==> src/rtl/serial_adder.sv <==
// Bit-serial WIDTH-bit adder with a start/busy/done handshake: one sum bit per clock, LSB first.
// Define SERIAL_ADDER_OVF_EN to add a registered two's-complement overflow output (ovf).
module serial_adder #(
   parameter int WIDTH = 4
) (
   input  logic             clk,
   input  logic             rst_n,
   input  logic             start,
   input  logic [WIDTH-1:0] A,
   input  logic [WIDTH-1:0] B,
   input  logic             cin,
   output logic             busy,
   output logic             done,
   output logic [WIDTH-1:0] S,
   output logic             Cout
`ifdef SERIAL_ADDER_OVF_EN
   ,
   output logic             ovf
`endif
);

   localparam int CNT_W = (WIDTH > 2) ? $clog2(WIDTH) : 1;
   localparam logic [CNT_W-1:0] LAST_CNT = CNT_W'(WIDTH - 1);

   typedef enum logic [1:0] {
      IDLE = 2'd0,
      RUN  = 2'd1,
      DONE = 2'd2
   } state_t;

   // Returns {carry_out, sum_bit}.
   function automatic logic [1:0] full_add(input logic a, input logic b, input logic c);
      full_add = {(a & b) | ((a ^ b) & c), a ^ b ^ c};
   endfunction

   state_t           state_q, state_d;
   logic [CNT_W-1:0] cnt_q, cnt_d;
   logic [WIDTH-1:0] a_q, a_d;
   logic [WIDTH-1:0] b_q, b_d;
   logic [WIDTH-1:0] psum_q, psum_d;
   logic [WIDTH-1:0] s_q, s_d;
   logic             carry_q, carry_d;
   logic             cout_q, cout_d;
   logic             ovf_q, ovf_d;
   logic [1:0]       fa;

   always_ff @(posedge clk) begin
      if (!rst_n) begin
         state_q <= IDLE;
         cnt_q   <= '0;
         a_q     <= '0;
         b_q     <= '0;
         psum_q  <= '0;
         s_q     <= '0;
         carry_q <= 1'b0;
         cout_q  <= 1'b0;
         ovf_q   <= 1'b0;
      end else begin
         state_q <= state_d;
         cnt_q   <= cnt_d;
         a_q     <= a_d;
         b_q     <= b_d;
         psum_q  <= psum_d;
         s_q     <= s_d;
         carry_q <= carry_d;
         cout_q  <= cout_d;
         ovf_q   <= ovf_d;
      end
   end

   always_comb begin
      state_d = state_q;
      cnt_d   = cnt_q;
      a_d     = a_q;
      b_d     = b_q;
      psum_d  = psum_q;
      s_d     = s_q;
      carry_d = carry_q;
      cout_d  = cout_q;
      ovf_d   = ovf_q;
      fa      = full_add(a_q[0], b_q[0], carry_q);

      case (state_q)
         IDLE, DONE: begin
            if (start) begin
               a_d     = A;
               b_d     = B;
               carry_d = cin;
               cnt_d   = '0;
               psum_d  = '0;
               state_d = RUN;
            end else begin
               state_d = IDLE;
            end
         end
         RUN: begin
            a_d     = a_q >> 1;
            b_d     = b_q >> 1;
            carry_d = fa[1];
            psum_d  = {fa[0], psum_q[WIDTH-1:1]};
            cnt_d   = cnt_q + CNT_W'(1);
            if (cnt_q == LAST_CNT) begin
               // On the MSB step carry_q is the carry into the MSB, fa[1] the carry out.
               s_d     = {fa[0], psum_q[WIDTH-1:1]};
               cout_d  = fa[1];
               ovf_d   = carry_q ^ fa[1];
               cnt_d   = '0;
               state_d = DONE;
            end
         end
         default: state_d = IDLE;
      endcase
   end

   assign busy = (state_q == RUN);
   assign done = (state_q == DONE);
   assign S    = s_q;
   assign Cout = cout_q;

`ifdef SERIAL_ADDER_OVF_EN
   assign ovf = ovf_q;
`else
   logic unused_ovf;
   assign unused_ovf = ovf_q;
`endif

endmodule

==> config.mk <==
export PLATFORM = sky130hd
export DESIGN_NAME = serial_adder
export DESIGN_NICKNAME = d
export VERILOG_FILES = /design/src/rtl/serial_adder.sv
export SDC_FILE = /design/constraint.sdc
export NUM_CORES = 1
export LEC_CHECK = 0
export CAP_MARGIN = 25
export CELL_PAD_IN_SITES_DETAIL_PLACEMENT = 2
export CELL_PAD_IN_SITES_GLOBAL_PLACEMENT = 2
export CORE_UTILIZATION = 32
export CTS_BUF_LIST = sky130_fd_sc_hd__clkbuf_2 sky130_fd_sc_hd__clkbuf_4 sky130_fd_sc_hd__clkbuf_8
export CTS_CLUSTER_SIZE = 20
export DETAILED_ROUTE_END_ITERATION = 12
export PLACE_DENSITY = 0.8
export SYNTH_ARGS = -nofsm -noshare
export SYNTH_HDL_FRONTEND = slang
export SYNTH_SLANG_ARGS = --single-unit
==> constraint.sdc <==
create_clock -name clk -period 3.25 [get_ports clk]
set_input_delay 0.975 -clock clk [delete_from_list [all_inputs] [get_ports clk]]
set_output_delay 0.975 -clock clk [all_outputs]
set_load 0.03 [all_outputs]
# After elaboration in Yosys (flattened, before gate mapping)
# Cells that the tools add are included.
# Widths: inputs -> output; s select.
# totals
inputBits	12
word_cells	38
output_inout_bits	7
ff_bits	22
# classes
add_sub_neg	1
muxes	14
eq_ne	5
n_bitwise	5
n_reduce_logical	5
# ops
op	n
$pmux 4 s2	3
$mux 4	3
$pmux 2 s2	2
$mux 2	3
$eq 2x2->1 const B	2
$reduce_and 2->1	2
$add 2x1->2 const B	1
$and 1x1->1	2
$eq 2x1->1 const B	1
$logic_not 2->1	1
$mux 1	2
$ne 2x1->1 const B	1
$ne 2x2->1 const B	1
$pmux 1 s2	1
$reduce_bool 2->1	1
$reduce_or 2->1	1
$xor 1x1->1	2
$or 1x1->1	1

# Depth between registers and ports, before layout
# Gate-level depths: netlist of run 1.
# depth
word_depth	4
ltp_mapped	5
mapped_depth_nobuf	4

# Worst setup path before layout of run 1
# No wires, ideal clock.
# synth_timing
path_kind	register -> output
from	register state_q[1]
to	output done
setup_slack_ps	1486
stages_incl_launch_ff	2
t_required_ps	2275
arrival_ps	789
cell_sequence	dfxtp_1 nor2b_1
# synth_between
elab_chain_len	1
# synth_lines
element	line_no	text
start: declaration	36	state_t state_q, state_d;
start signal: assignment	59	state_q <= state_d;
$eq 2x2->1	116	assign done = (state_q == DONE);
end: declaration	13	output logic done,
# No other way between the ends.

# Worst setup path in the final report of run 1
# layout_timing
from	register state_q[0]
to	output busy
# layout_between
elab_chain_len	1
# layout_lines
element	line_no	text
$eq 2x1->1	115	assign busy = (state_q == RUN);
end: declaration	12	output logic busy,
# No other way between the ends.

==> flow_summary.yaml, run 1 <==
run_status:
  status: "completed"
job:
  maxCapViolations: 0
setup_path:
  crit_slowest_cell: "clkdlybuf4s50_1"
  cp.arrival_ns: 2.02
  required_ns: 2.27
  crit_type: "reg -> out"
  crit_family: "buffers and inverters"
  crit_path_cell_trace: "nand2b_2 > inv_2 > clkdlybuf4s50_1"
  path_buf_inv: 2
  endpoint_kind: "output pin"
  cp_max_fo: 23
  cp_slowest_stage_delay_ns: 0.71
  start_kind: "flip-flop"
clock_network:
  numCtsBuffers: 3
  htree_levels: 1
  clkSinkCount: 21
  cts_buffer_depth: 2
  clk_pin_slew_worst_paths_ns: 0.12
  cts_resized: 0
  cts_setup_buffers: 0
  cts_tree: "done"
  insertion_delay_ns: 0.30
  cts-root-buf: "clkbuf_4"
  cts_hold_buf: 0
min_path:
  hp-class: "reg -> reg"
floorplan:
  pin_count: 19
  die_w_um: 54.9
  std_cell_rows: 18
  dieArea_um2: 3020
  core_area_um2: 2570
  die_y_um: 54.9
  initial_core_util_pct: 34.9
finish:
  drive_gt1_share_pct: 5.93
  layout.cells.non_filler: 148
  antenna_cells: 0
  utilization_pct: 42.6
  mostFrequentLayoutCells: "nand2_1, dfxtp_1, clkdlybuf4s50_1"
  layout_commonest_cell: "nand2_1"
  nNetsFinal: 133
  areaGrowthSynthToFinish_pct: 21.9
  fin_area_um2: 1090
power_and_ir_drop:
  power.density_nw_per_um2: 441
  power.total_mw: 0.482
  vdd_ir_drop_max_uv: 230
  p_leak_nw: 0.388
timing:
  hold_violations: 0
  max_clock_freq_mhz: 334
  skew_ns: 0.00397
  fin_crit_ns: 3.00
  worst_pin_slew_ns: 0.654
  slew_headroom_pct: 56.3
  slew_viol_final: 0
  rsz0062_at_grt: "no"
  final.setup.tns_ns: 0
  finalSetupViolCount: 0
  fin_crit_sh_pct: 92.2
logic_synthesis:
  synth_nets: 118
  synth_fa_ha_area_share_pct: 3.63
  synthDistinctLibCells: 21
  synth_top_family_by_area: "simple AND/OR/NAND/NOR gates"
  avgSynthCellArea_um2: 8.63
  synth_compound_area_share_pct: 19.2
  yosys-mux-area-fraction_pct: 0
  syn_area_um2: 897
  synth-seq-area-share_pct: 46.9
  synth.yosys.warnings: 0
  syn_inst: 104
  ys_seq_elements: 21
  synth-simple-area-share_pct: 24.4
  synth_xor_area_share_pct: 0
global_route:
  grt_pass1_wl_um: 3720
  antenna_found_initial: 0
  first_global_vias: 777
  grt_max_degree: 24
  overflow: 0
  groute.usage.overall_pct: 17.7
route:
  drtIter0Drc: 13
  dr.pass1.iters: 4
  routed_wl_um: 2160
  viasPerCell: 5.25
  post_drt_wl_per_cell_um: 14.6
  drcViolationCount: 0
  ant_nets: 0
  via_count: 777
placed_design:
  postPlaceCellArea_um2: 1070
  io_buffers: 18
  place_inst: 144
  place.gp.congestion: 0.713
  hpwl_um: 1540
[per-stage QoR]
stage               hold slack, ns  setup WS (ns)
global route                 0.496         0.0943
global placement             0.443          0.643
finish                       0.464          0.253
detailed placement           0.451          0.588
floorplan                    0.443           1.49
CTS                          0.469          0.219
[layout make-up]
type / instances / area, um^2
Clock inverter: 1 / 5.00
Fill cell: 294 / 1470
Timing Repair Buffer: 18 / 180
Sequential cell: 21 / 420
Tap cell: 30 / 37.5
Multi-Input combinational cell: 74 / 424
Clock buffer: 3 / 22.5
Inverter: 1 / 3.75
[cell usage after synthesis, drive strengths merged]
cell type / n / share of area, %
nand3b: 1 / 0.84
fa: 1 / 2.2
clkbuf: 2 / 0.84
o21ai: 8 / 4.5
buf: 6 / 4.6
dfxtp: 21 / 47
ha: 1 / 1.4
nand2b: 2 / 2.5
nor2b: 3 / 2.1
nand2: 25 / 10
and3: 1 / 0.70
a31oi: 8 / 5.6
nand3: 11 / 6.1
inv: 1 / 0.42
nor4b: 1 / 0.98
a21boi: 11 / 9.2
and2: 1 / 0.70
[routing by layer]
metal	vias up	part of all wire, %	global-route usage, %
met5	-	0	0
met4	0	0.70	6.25
met3	2	2.3	2.46
met2	11	53	30.9
met1	379	44	22.1
li1	385	-	-
[kinds of logic after synthesis]
group,count (synthesis)
compound gates,27
flops,21
simple gates,45
fa+ha+maj,2
buf+inv,9
[final timing paths]
check	from	end	slack [ns]	depth (start not counted)
worst min register to register	S[0]	S[0]	0.46	2
worst max-delay path	state_q[0]	busy	0.25	3
worst max register to register	state_q[0]	Cout	1.89	4
worst min-delay path	S[0]	S[0]	0.46	2
[where the power goes]
group / leakage, nW / internal [mW] / switching [mW]
registers: 0.172 / 0.271 / 0.00962
clock network: 0.0177 / 0.0458 / 0.0840
logic: 0.199 / 0.0324 / 0.0388
[worst reg2reg max path: stages, from the launching register on]
cell and delay [ns]:
dfxtp_1 0.46, nand2b_2 0.29, inv_2 0.26, nand3_1 0.12, a21boi_0 0.17
[state kept, by name, summed over array words and instances (netlist names)]
name and count:
Cout 1, carry_q 1, b_q 4, cnt_q 2, psum_q 3, S 4
state_q 2, a_q 4
Note: power is estimated with default switching activity, not from simulation.
==> inputs of run 2 (changes only) <==
Settings changed: CORE_UTILIZATION 32 to 30, PLACE_DENSITY 0.8 to 0.75.
Clock period 3.25 ns to 3.4 ns, I/O delays scaled along.
==> flow_summary.yaml, run 2 (synthesis results as in run 1) <==
run_status:
  status: "complete, but fails checks"
  failed_checks: "design-rule violations"
setup_path:
  cp_max_fo: 23
  endpoint_kind: "output pin"
  cp_slowest_stage_delay_ns: 0.71
  reg2reg_slack_ns: 2.05
  r2r_cells: 3
  crit_path_start: "state_q[0]"
  regToRegEndpoint: "carry_q"
  r2r-start: "state_q[0]"
  cp.arrival_ns: 2.00
  start_kind: "flip-flop"
  crit_type: "reg -> out"
  required_ns: 2.38
  crit_slowest_cell: "clkdlybuf4s50_1"
  crit_path_cell_trace: "nand2b_2 > inv_2 > clkdlybuf4s50_1"
finish:
  nNetsFinal: 133
  layout_commonest_cell: "nand2_1"
  fin_area_um2: 1090
  areaGrowthSynthToFinish_pct: 22.0
  antenna_cells: 0
  utilization_pct: 39.0
  mostFrequentLayoutCells: "nand2_1, dfxtp_1, clkdlybuf4s50_1"
  fillCellCount: 317
  drive_gt1_share_pct: 5.93
route:
  via_count: 777
  ant_nets: 0
  viasPerCell: 5.21
  drtIter0Drc: 8
  drcViolationCount: 4
  dr.pass1.iters: 7
  post_drt_wl_per_cell_um: 14.1
  routed_wl_um: 2090
timing:
  slew_headroom_pct: 53.1
  max_clock_freq_mhz: 331
  rsz0062_at_grt: "no"
  fin_crit_ns: 3.02
  hold_violations: 0
  fin_crit_sh_pct: 88.9
  skew_ns: 0.00240
  slew_viol_final: 0
  finalSetupViolCount: 0
  final.setup.tns_ns: 0
  worst_pin_slew_ns: 0.703
floorplan:
  core_area_um2: 2810
  initial_core_util_pct: 32.0
  pin_count: 19
  dieArea_um2: 3210
  die_w_um: 56.7
  die_y_um: 56.7
  std_cell_rows: 19
min_path:
  hp-class: "reg -> reg"
  min_from: "S[1]"
  holdPathStages: 2
  holdPathEnd: "S[1]"
clock_network:
  cts_hold_buf: 0
  insertion_delay_ns: 0.31
  cts_setup_buffers: 0
  htree_levels: 1
  clk_pin_slew_worst_paths_ns: 0.12
  cts_buffer_depth: 2
  cts-root-buf: "clkbuf_4"
  clkSinkCount: 21
  numCtsBuffers: 3
  cts_tree: "done"
  cts_resized: 0
global_route:
  overflow: 0
  antenna_found_initial: 0
  groute.usage.overall_pct: 15.1
  first_global_vias: 718
  grt_pass1_wl_um: 3530
  grt_max_degree: 24
power_and_ir_drop:
  p_leak_nw: 0.388
  power.density_nw_per_um2: 420
  vdd_ir_drop_max_uv: 164
  power.total_mw: 0.460
placed_design:
  postPlaceCellArea_um2: 1070
  io_buffers: 18
  place.gp.congestion: 0.681
job:
  maxCapViolations: 0
==> run 2: cell type report <==
| cell class | instances | area (um^2) | area share (%) |
|---|---|---|---|
| Clock inverter | 1 | 5.00 | 0.457 |
| Multi-Input combinational cell | 74 | 424 | 38.7 |
| Clock buffer | 3 | 22.5 | 2.06 |
| Sequential cell | 21 | 420 | 38.4 |
| Tap cell | 31 | 38.8 | 3.54 |
| Inverter | 1 | 3.75 | 0.343 |
| Timing Repair Buffer | 18 | 180 | 16.5 |
==> run 2: report_power, final <==
| group | switching [mW] | internal [mW] |
|---|---|---|
| logic | 0.0371 | 0.0308 |
| registers | 0.00867 | 0.259 |
| clock network | 0.0802 | 0.0440 |
==> run 2: critical path: cells and delay by family (launching register included) <==
family / cells / cell delay, ns
buffers and inverters: 2 / 0.98
DFF: 1 / 0.43
and+or+nand+nor: 1 / 0.29
==> run 2: how the worst max path moves through the flow <==
stage	to	slack, ns	cells past startpoint
after floorplan	done	1.59	1
after global placement	busy	0.74	3
after detailed placement	busy	0.71	3
after CTS	busy	0.32	3
after global routing	busy	0.23	3
final	busy	0.38	3
==> run 2: metrics by stage <==
step | hold WS [ns] | setup slack [ns] | cells
global placement | 0.441 | 0.741 | 145
global route | 0.496 | 0.232 | 149
detailed placement | 0.453 | 0.706 | 145
finish | 0.464 | 0.376 | 149
CTS | 0.471 | 0.322 | 149
floorplan | 0.443 | 1.59 | 104
==> run 2: routing by layer <==
| layer | global-route usage (%) | part of all wire [%] |
|---|---|---|
| met5 | 0 | 0 |
| met4 | 10.7 | 3.0 |
| met3 | 2.07 | 2.8 |
| met2 | 24.3 | 52 |
| met1 | 18.3 | 42 |
